$ cat src/rtl/wordline_encoder_16_4_pkg.sv
// Shared sizing and state encoding for the 16-to-4 wordline encoder.
package wordline_encoder_16_4_pkg;

  localparam int N_REGS = 16;
  localparam int ID_W   = $clog2(N_REGS);

  typedef enum logic {
    ST_IDLE  = 1'b0,
    ST_DRAIN = 1'b1
  } state_t;

endpackage

$ cat src/rtl/wordline_encoder_16_4_ffs.sv
// Combinational find-first-set over 16 requests, searching upward from start and
// wrapping 15->0; idx is 0 when no request is set.
module wordline_encoder_16_4_ffs
  import wordline_encoder_16_4_pkg::*;
(
  input  logic [N_REGS-1:0] req,
  input  logic [ID_W-1:0]   start,
  output logic [ID_W-1:0]   idx,
  output logic              any
);

  logic [ID_W-1:0] pos;

  // Scan from the farthest offset down so the nearest set bit is the last write.
  always_comb begin
    idx = '0;
    any = 1'b0;
    pos = '0;
    for (int i = N_REGS - 1; i >= 0; i--) begin
      pos = start + ID_W'(i);
      if (req[pos]) begin
        idx = pos;
        any = 1'b1;
      end
    end
  end

endmodule

$ cat src/rtl/wordline_encoder_16_4.sv
// Serialises a 16-bit request mask into 4-bit register IDs, one per handshake.
// Define ENC_ROUND_ROBIN_EN for rotating selection; otherwise the lowest index wins.
//
// state    | meaning
// ST_IDLE  | waiting for a non-zero mask; mask_ready high
// ST_DRAIN | offering the selected pending ID; id_valid high
module wordline_encoder_16_4
  import wordline_encoder_16_4_pkg::*;
(
  input  logic              clk,
  input  logic              rst_n,
  input  logic [N_REGS-1:0] mask_in,
  input  logic              mask_valid,
  output logic              mask_ready,
  output logic [ID_W-1:0]   reg_id,
  output logic              id_valid,
  input  logic              id_ready,
  output logic              id_last,
  output logic [N_REGS-1:0] pending
);

  state_t            state_q, state_d;
  logic [N_REGS-1:0] pending_q, pending_d;
  logic [ID_W-1:0]   sel_idx;
  logic [ID_W-1:0]   start;
  logic              sel_any;
  logic              single_bit;
  logic              accept_id;

`ifdef ENC_ROUND_ROBIN_EN
  logic [ID_W-1:0] rr_ptr;

  always_ff @(posedge clk or negedge rst_n) begin
    if (!rst_n) begin
      rr_ptr <= '0;
    end else if (accept_id) begin
      rr_ptr <= reg_id + ID_W'(1);
    end
  end

  assign start = rr_ptr;
`else
  assign start = '0;
`endif

  wordline_encoder_16_4_ffs u_ffs (
    .req   (pending_q),
    .start (start),
    .idx   (sel_idx),
    .any   (sel_any)
  );

  // Exactly one bit left: non-zero and clearing the lowest set bit leaves nothing.
  assign single_bit = (pending_q != '0) &&
                      ((pending_q & (pending_q - N_REGS'(1))) == '0);

  assign mask_ready = (state_q == ST_IDLE);
  assign id_valid   = (state_q == ST_DRAIN) && sel_any;
  assign reg_id     = id_valid ? sel_idx : '0;
  assign id_last    = id_valid && single_bit;
  assign accept_id  = id_valid && id_ready;
  assign pending    = pending_q;

  always_ff @(posedge clk or negedge rst_n) begin
    if (!rst_n) begin
      state_q   <= ST_IDLE;
      pending_q <= '0;
    end else begin
      state_q   <= state_d;
      pending_q <= pending_d;
    end
  end

  always_comb begin
    state_d   = state_q;
    pending_d = pending_q;
    unique case (state_q)
      ST_IDLE: begin
        if (mask_valid && (mask_in != '0)) begin
          pending_d = mask_in;
          state_d   = ST_DRAIN;
        end
      end
      ST_DRAIN: begin
        if (accept_id) begin
          pending_d = pending_q & ~(N_REGS'(1) << reg_id);
          if (id_last) begin
            state_d = ST_IDLE;
          end
        end
      end
      default: begin
        state_d   = ST_IDLE;
        pending_d = '0;
      end
    endcase
  end

endmodule

$ cat config.mk
export PLATFORM = sky130hd
export DESIGN_NAME = wordline_encoder_16_4
export DESIGN_NICKNAME = d
export VERILOG_FILES = /design/src/rtl/wordline_encoder_16_4_pkg.sv /design/src/rtl/wordline_encoder_16_4_ffs.sv /design/src/rtl/wordline_encoder_16_4.sv
export SDC_FILE = /design/constraint.sdc
export NUM_CORES = 1
export LEC_CHECK = 0
export CORE_MARGIN = 3
export CORE_UTILIZATION = 40
export CTS_CLUSTER_SIZE = 20
export DETAILED_ROUTE_END_ITERATION = 8
export PLACE_DENSITY = 0.71
export SKIP_LAST_GASP = 1
export SLEW_MARGIN = 5
export SYNTH_ARGS = -nofsm -noshare
export SYNTH_HDL_FRONTEND = slang
export SYNTH_SLANG_ARGS = --single-unit
$ cat constraint.sdc
create_clock -name clk -period 3.6 [get_ports clk]
set_input_delay 0.72 -clock clk [delete_from_list [all_inputs] [get_ports clk]]
set_output_delay 0.72 -clock clk [all_outputs]
set_load 0.05 [all_outputs]
Word level (Yosys, flattened, before mapping) --
Cells that the tools add are included.
Word-level totals: flip-flop bits (word level) 17, bits in latches 0, memory bits (writable) 0, memory bits (read-only) 0, output and inout bits 23, logic and storage cells 59, memories 0
Operators by class: $add $sub $neg 1, multipliers 0, div/mod/pow operators 0, order comparisons 0, equality and inequality tests 2, shift operators 1, multiplexer cells 40, bitwise operators 4, reductions and logical operators 9
Operators by type and width (count):
- $mux W4 | 17
- $and A16 B16 Y16 | 2
- $mux W16 | 2
- $pmux W16 S2 | 1
- $reduce_bool A16 Y1 | 2
- $mux W1 | 19
- $logic_not A16 Y1 | 1
- $not A16 Y16 | 1
- $shl A1 B4 Y16 const A | 1
- $sub A16 B1 Y16 const B | 1
- $logic_and A1 B1 Y1 | 5
- $ne A2 B1 Y1 const B | 2
- $pmux W1 S2 | 1
- $reduce_and A2 Y1 | 1
- $not A1 Y1 | 1

Logic depth before layout (Yosys ltp) --
word-level depth 23, gate-level depth with buffers 9

Modules after synthesis --
From an unflattened synthesis, not the netlist that was laid out.
Unflattened totals: cells, all modules 382, area total of the unflattened synthesis 3493.4 sq um
By module, submodules not included:
- wordline_encoder_16_4_ffs | instances 1, cells each 257, area each 2384.8 sq um, seq. area each 0.0 sq um
- wordline_encoder_16_4 | instances 1, cells each 125, area each 1108.6 sq um, seq. area each 425.4 sq um

Worst setup path after synthesis --
No wires, ideal clock.
kind register to output, start register pending_q[5] (netlist: pending[5]), end output port id_last, arrival time 3.470 ns, required time 2.880 ns, slack -0.590 ns, stages on the path, launching flop included 7, path buffers 1, path through dfrtp_1 -> or4_1 -> buf_2 -> nor2_8 -> a21oi_2 -> o211ai_1 -> nor4_1
On the way: cells in the longest elaborated chain, start to end 8, elaborated cells between the ends (all ways) 13, those cells by class 1 x add/sub; 6 x mux; 1 x bitwise; 5 x reduce/logical
Ends and longest elaborated chain:
- start: declaration | line wordline_encoder_16_4.sv:23 | logic [N_REGS-1:0] pending_q, pending_d;
- start signal: assignment | line wordline_encoder_16_4.sv:70 | pending_q <= pending_d;
- $mux W1 (6 in a row) | line wordline_encoder_16_4_ffs.sv:21 | if (req[pos]) begin
- $logic_and A1 B1 Y1 | line wordline_encoder_16_4.sv:58 | assign id_valid = (state_q == ST_DRAIN) && sel_any;
- via id_valid | line wordline_encoder_16_4.sv:16 | output logic id_valid,
- $logic_and A1 B1 Y1 | line wordline_encoder_16_4.sv:60 | assign id_last = id_valid && single_bit;
- end: declaration | line wordline_encoder_16_4.sv:18 | output logic id_last,
The timed path passes the listed nets, and every way through them passes these cells.

Final worst setup path --
start register pending_q[11] (netlist: pending[11]), end output port reg_id[2]
On the way: cells in the longest elaborated chain, start to end 14, elaborated cells between the ends (all ways) 26, those cells by class 25 x mux; 1 x reduce/logical
Ends and longest elaborated chain:
- $mux W1 (12 in a row) | line wordline_encoder_16_4_ffs.sv:21
- $logic_and A1 B1 Y1 | line wordline_encoder_16_4.sv:58
- $mux W4 * | line wordline_encoder_16_4.sv:59 | assign reg_id = id_valid ? sel_idx : '0;
- end: declaration | line wordline_encoder_16_4.sv:15 | output logic [ID_W-1:0] reg_id,
Mark *: on every way between the ends. The rest lies on a longest branch, timed or not.

==> impl_metrics.ini <==
[synthesis]
ys_types = 51
netlist_top_cells_area = dfrtp_1 (32%), a22oi_1 (4.5%), nand2_1 (4.0%)
synth_top_area_share = 0.3202
synth-edff-count = 0
ys_seq_area_frac = 0.3202
syn_area_sq_um = 1329
syn_avg_cell_area_sq_um = 8.628
ys_seq_elements = 17
ys_warn_count = 0
synthFlopType = dfrtp_1
syn_inst = 154
syn-num-nets = 174
yosysTopAreaCell = dfrtp_1
synthArstFlopShare = 1.000

[sta]
fin_crit_sh = 0.9532
fmax_mhz = 291.4
rsz0062_at_grt = false
finClkSkew_ns = 0.002653
hold_slack_ns = 0.6856
max_slew_margin = 0.4288
tightest_slew_ns = 0.8541
setup_tns_ns = 0
slew_violations = 0
fin_crit_ns = 3.432
setup_violations = 0
hold_viol_final = 0

[routing]
vias = 1451
viasPerCell = 6.122
ant_nets = 0
wl_per_cell_um = 18.15
drt-initial-drc-count = 112
totalWireLength_mm = 4.302
route.detailed.drc = 1
drt-pass1-iter-count = 6

[finish]
fillCellCount = 319
drive_above_1_share = 0.1244
area_delta_synth_final_pct = 36.82
antenna_cells = 0
layout.nets = 214
multiInputGateArea_sq_um = 814.5
layout.area.seq_sq_um = 425.4

[run_status]
status = finished, violations left
violations = DRC

[worst_setup_path]
cp.arrival_ns = 2.71
crit_fanout = 8
crit_slowest_cell = clkdlybuf4s50_1
worstSetupPathType = reg -> out
path_cells = or4_1, nor2b_1, nor2_1, nor3_1, clkdlybuf4s50_1
crit_buf_inv = 1
crit_required_ns = 2.88
cp-start-kind = flip-flop
cp_top_family = simple AND/OR/NAND/NOR gates
slowest_delay_ns = 0.84
crit_path_end_kind = output pin

[hold_path]
hold_class = reg -> reg

[die]
chipHeight_um = 63.64
io_pins = 43
core_sq_um = 3103
start_util = 0.4282
die_w_um = 63.64
dieArea_sq_um = 4049
rows = 20

[cts]
cts_setup_buffers = 0
root_buffer = clkbuf_4
clk_pin_slew_ns = 0.11
cts_sinks = 17
insertion_delay_ns = 0.29
htree_levels = 1
cts_tree = done
clockBufferDepth = 2
cts_buffers = 3

[global_route]
antenna_found_initial = 0
grt-ovfl-total = 0
grt_pass1_vias = 1396
grt_pass1_wl_mm = 7.044
grt_max_degree = 18
grt_usage = 0.2152

[power]
powerDensity_nw_per_um2 = 772.2
ir_drop_v = 0.0003840
power.leakage_nw = 0.7117

[place]
gp_congestion = 1.011
io_buffers = 42
dp_hpwl_mm = 3.322

[run]
max_cap_violations = 0
Yosys cell counts, types with 4 or more instances:
cell / count
inv_1: 6
buf_2: 5
nor2_1: 8
dfrtp_1: 17
nand2_1: 14
buf_6: 4
a21oi_1: 9
nor3_1: 8
nor4_1: 8
a21o_1: 4
a22oi_1: 8
state kept, by name (all words and copies together) (netlist names):
signal / count
pending: 16
state_q: 1
final timing paths:
check                         endpoint   startpoint  slack (ns)  cells past startpoint
max                          reg_id[2]  pending[11]        0.17                      5
min                         pending[7]   pending[7]        0.69                      2
max reg2reg                    state_q   pending[1]        1.36                      6
min reg2reg                 pending[7]   pending[7]        0.69                      2
max in group asynchronous   pending[8]        rst_n        2.18                      1
min in group asynchronous  pending[15]        rst_n        0.90                      1
layout make-up:
| class | count | share of cell area |
|---|---|---|
| clock buffers | 4 | 0.01445 |
| inverters | 7 | 0.01445 |
| multi-input cells | 118 | 0.4480 |
| flip-flops and latches | 17 | 0.2340 |
| well taps | 44 | 0.03028 |
| repair buffers | 47 | 0.2588 |
through the flow:
step	total power, W	std cells	utilization	cell area (sq um)	setup WS [ns]
finish	0.001404	237	0.5859	1818	0.1685
global route	0.001478	237	0.5859	1818	0.04040
CTS	0.001400	237	0.5839	1812	0.07903
detailed placement	0.001292	233	0.5754	1785	0.4018
global placement	0.001276	233	0.5754	1785	0.4668
floorplan	0.001016	154	-	1344	0.2236
per-layer routing:
metal / vias to the layer above / GRT usage / part of all wire
met2: 65 / 0.3520 / 0.45
li1: 682 / - / -
met1: 696 / 0.3044 / 0.47
met4: 0 / 0.04313 / 0.011
met3: 8 / 0.02496 / 0.069
met5: - / 0 / 0
power breakdown:
group          internal, W  switching (W)
logic             0.000325       0.000593
clock network    0.0000431      0.0000646
registers         0.000248       0.000130
total             0.000616       0.000788
what timing repair did:
item	CTS	global route
setup endpoints to repair	0	3
hold buffers	0	0
resized for setup	0	2
placed cells by master, fill, tap and decap left out, types with 2 or more instances in the layout:
cell	synthesis	layout
buf_4	0	5
nand2b_1	3	3
dfrtp_1	17	17
a21oi_1	9	9
or4_4	1	2
nor4_1	8	7
o311ai_0	3	3
nor2_1	8	8
a21oi_2	3	3
inv_1	6	6
and3_1	2	2
o211ai_1	3	3
nor2b_1	3	3
a22oi_1	8	8
a22o_1	2	2
nand3_1	2	2
o31ai_1	3	3
nand4_1	2	2
clkdlybuf4s50_1	0	40
nand2_1	14	14
a21o_1	4	4
nor3_1	8	8
a221o_1	2	2
o21ai_0	3	3
or4_1	3	2
clkbuf_4	0	3
worst register-to-register path, cell delays in order (launching register included):
cell	delay, ns
dfrtp_1	0.50
or4_4	0.70
nor2_8	0.20
and4_1	0.19
o211ai_1	0.14
nand4bb_1	0.22
a21o_1	0.18
cell families (layout without fill, tap and decap cells):
| kind of cell | count (synthesis) | after routing | synth area share |
|---|---|---|---|
| buffers and inverters | 19 | 58 | 0.08097 |
| AO/OA/AOI/OAI | 55 | 55 | 0.3230 |
| AND/OR/NAND/NOR | 62 | 62 | 0.2684 |
| flip-flops | 17 | 17 | 0.3202 |
| adder cells (fa/ha/maj) | 1 | 1 | 0.007533 |
(Power assumes the default switching activity.)
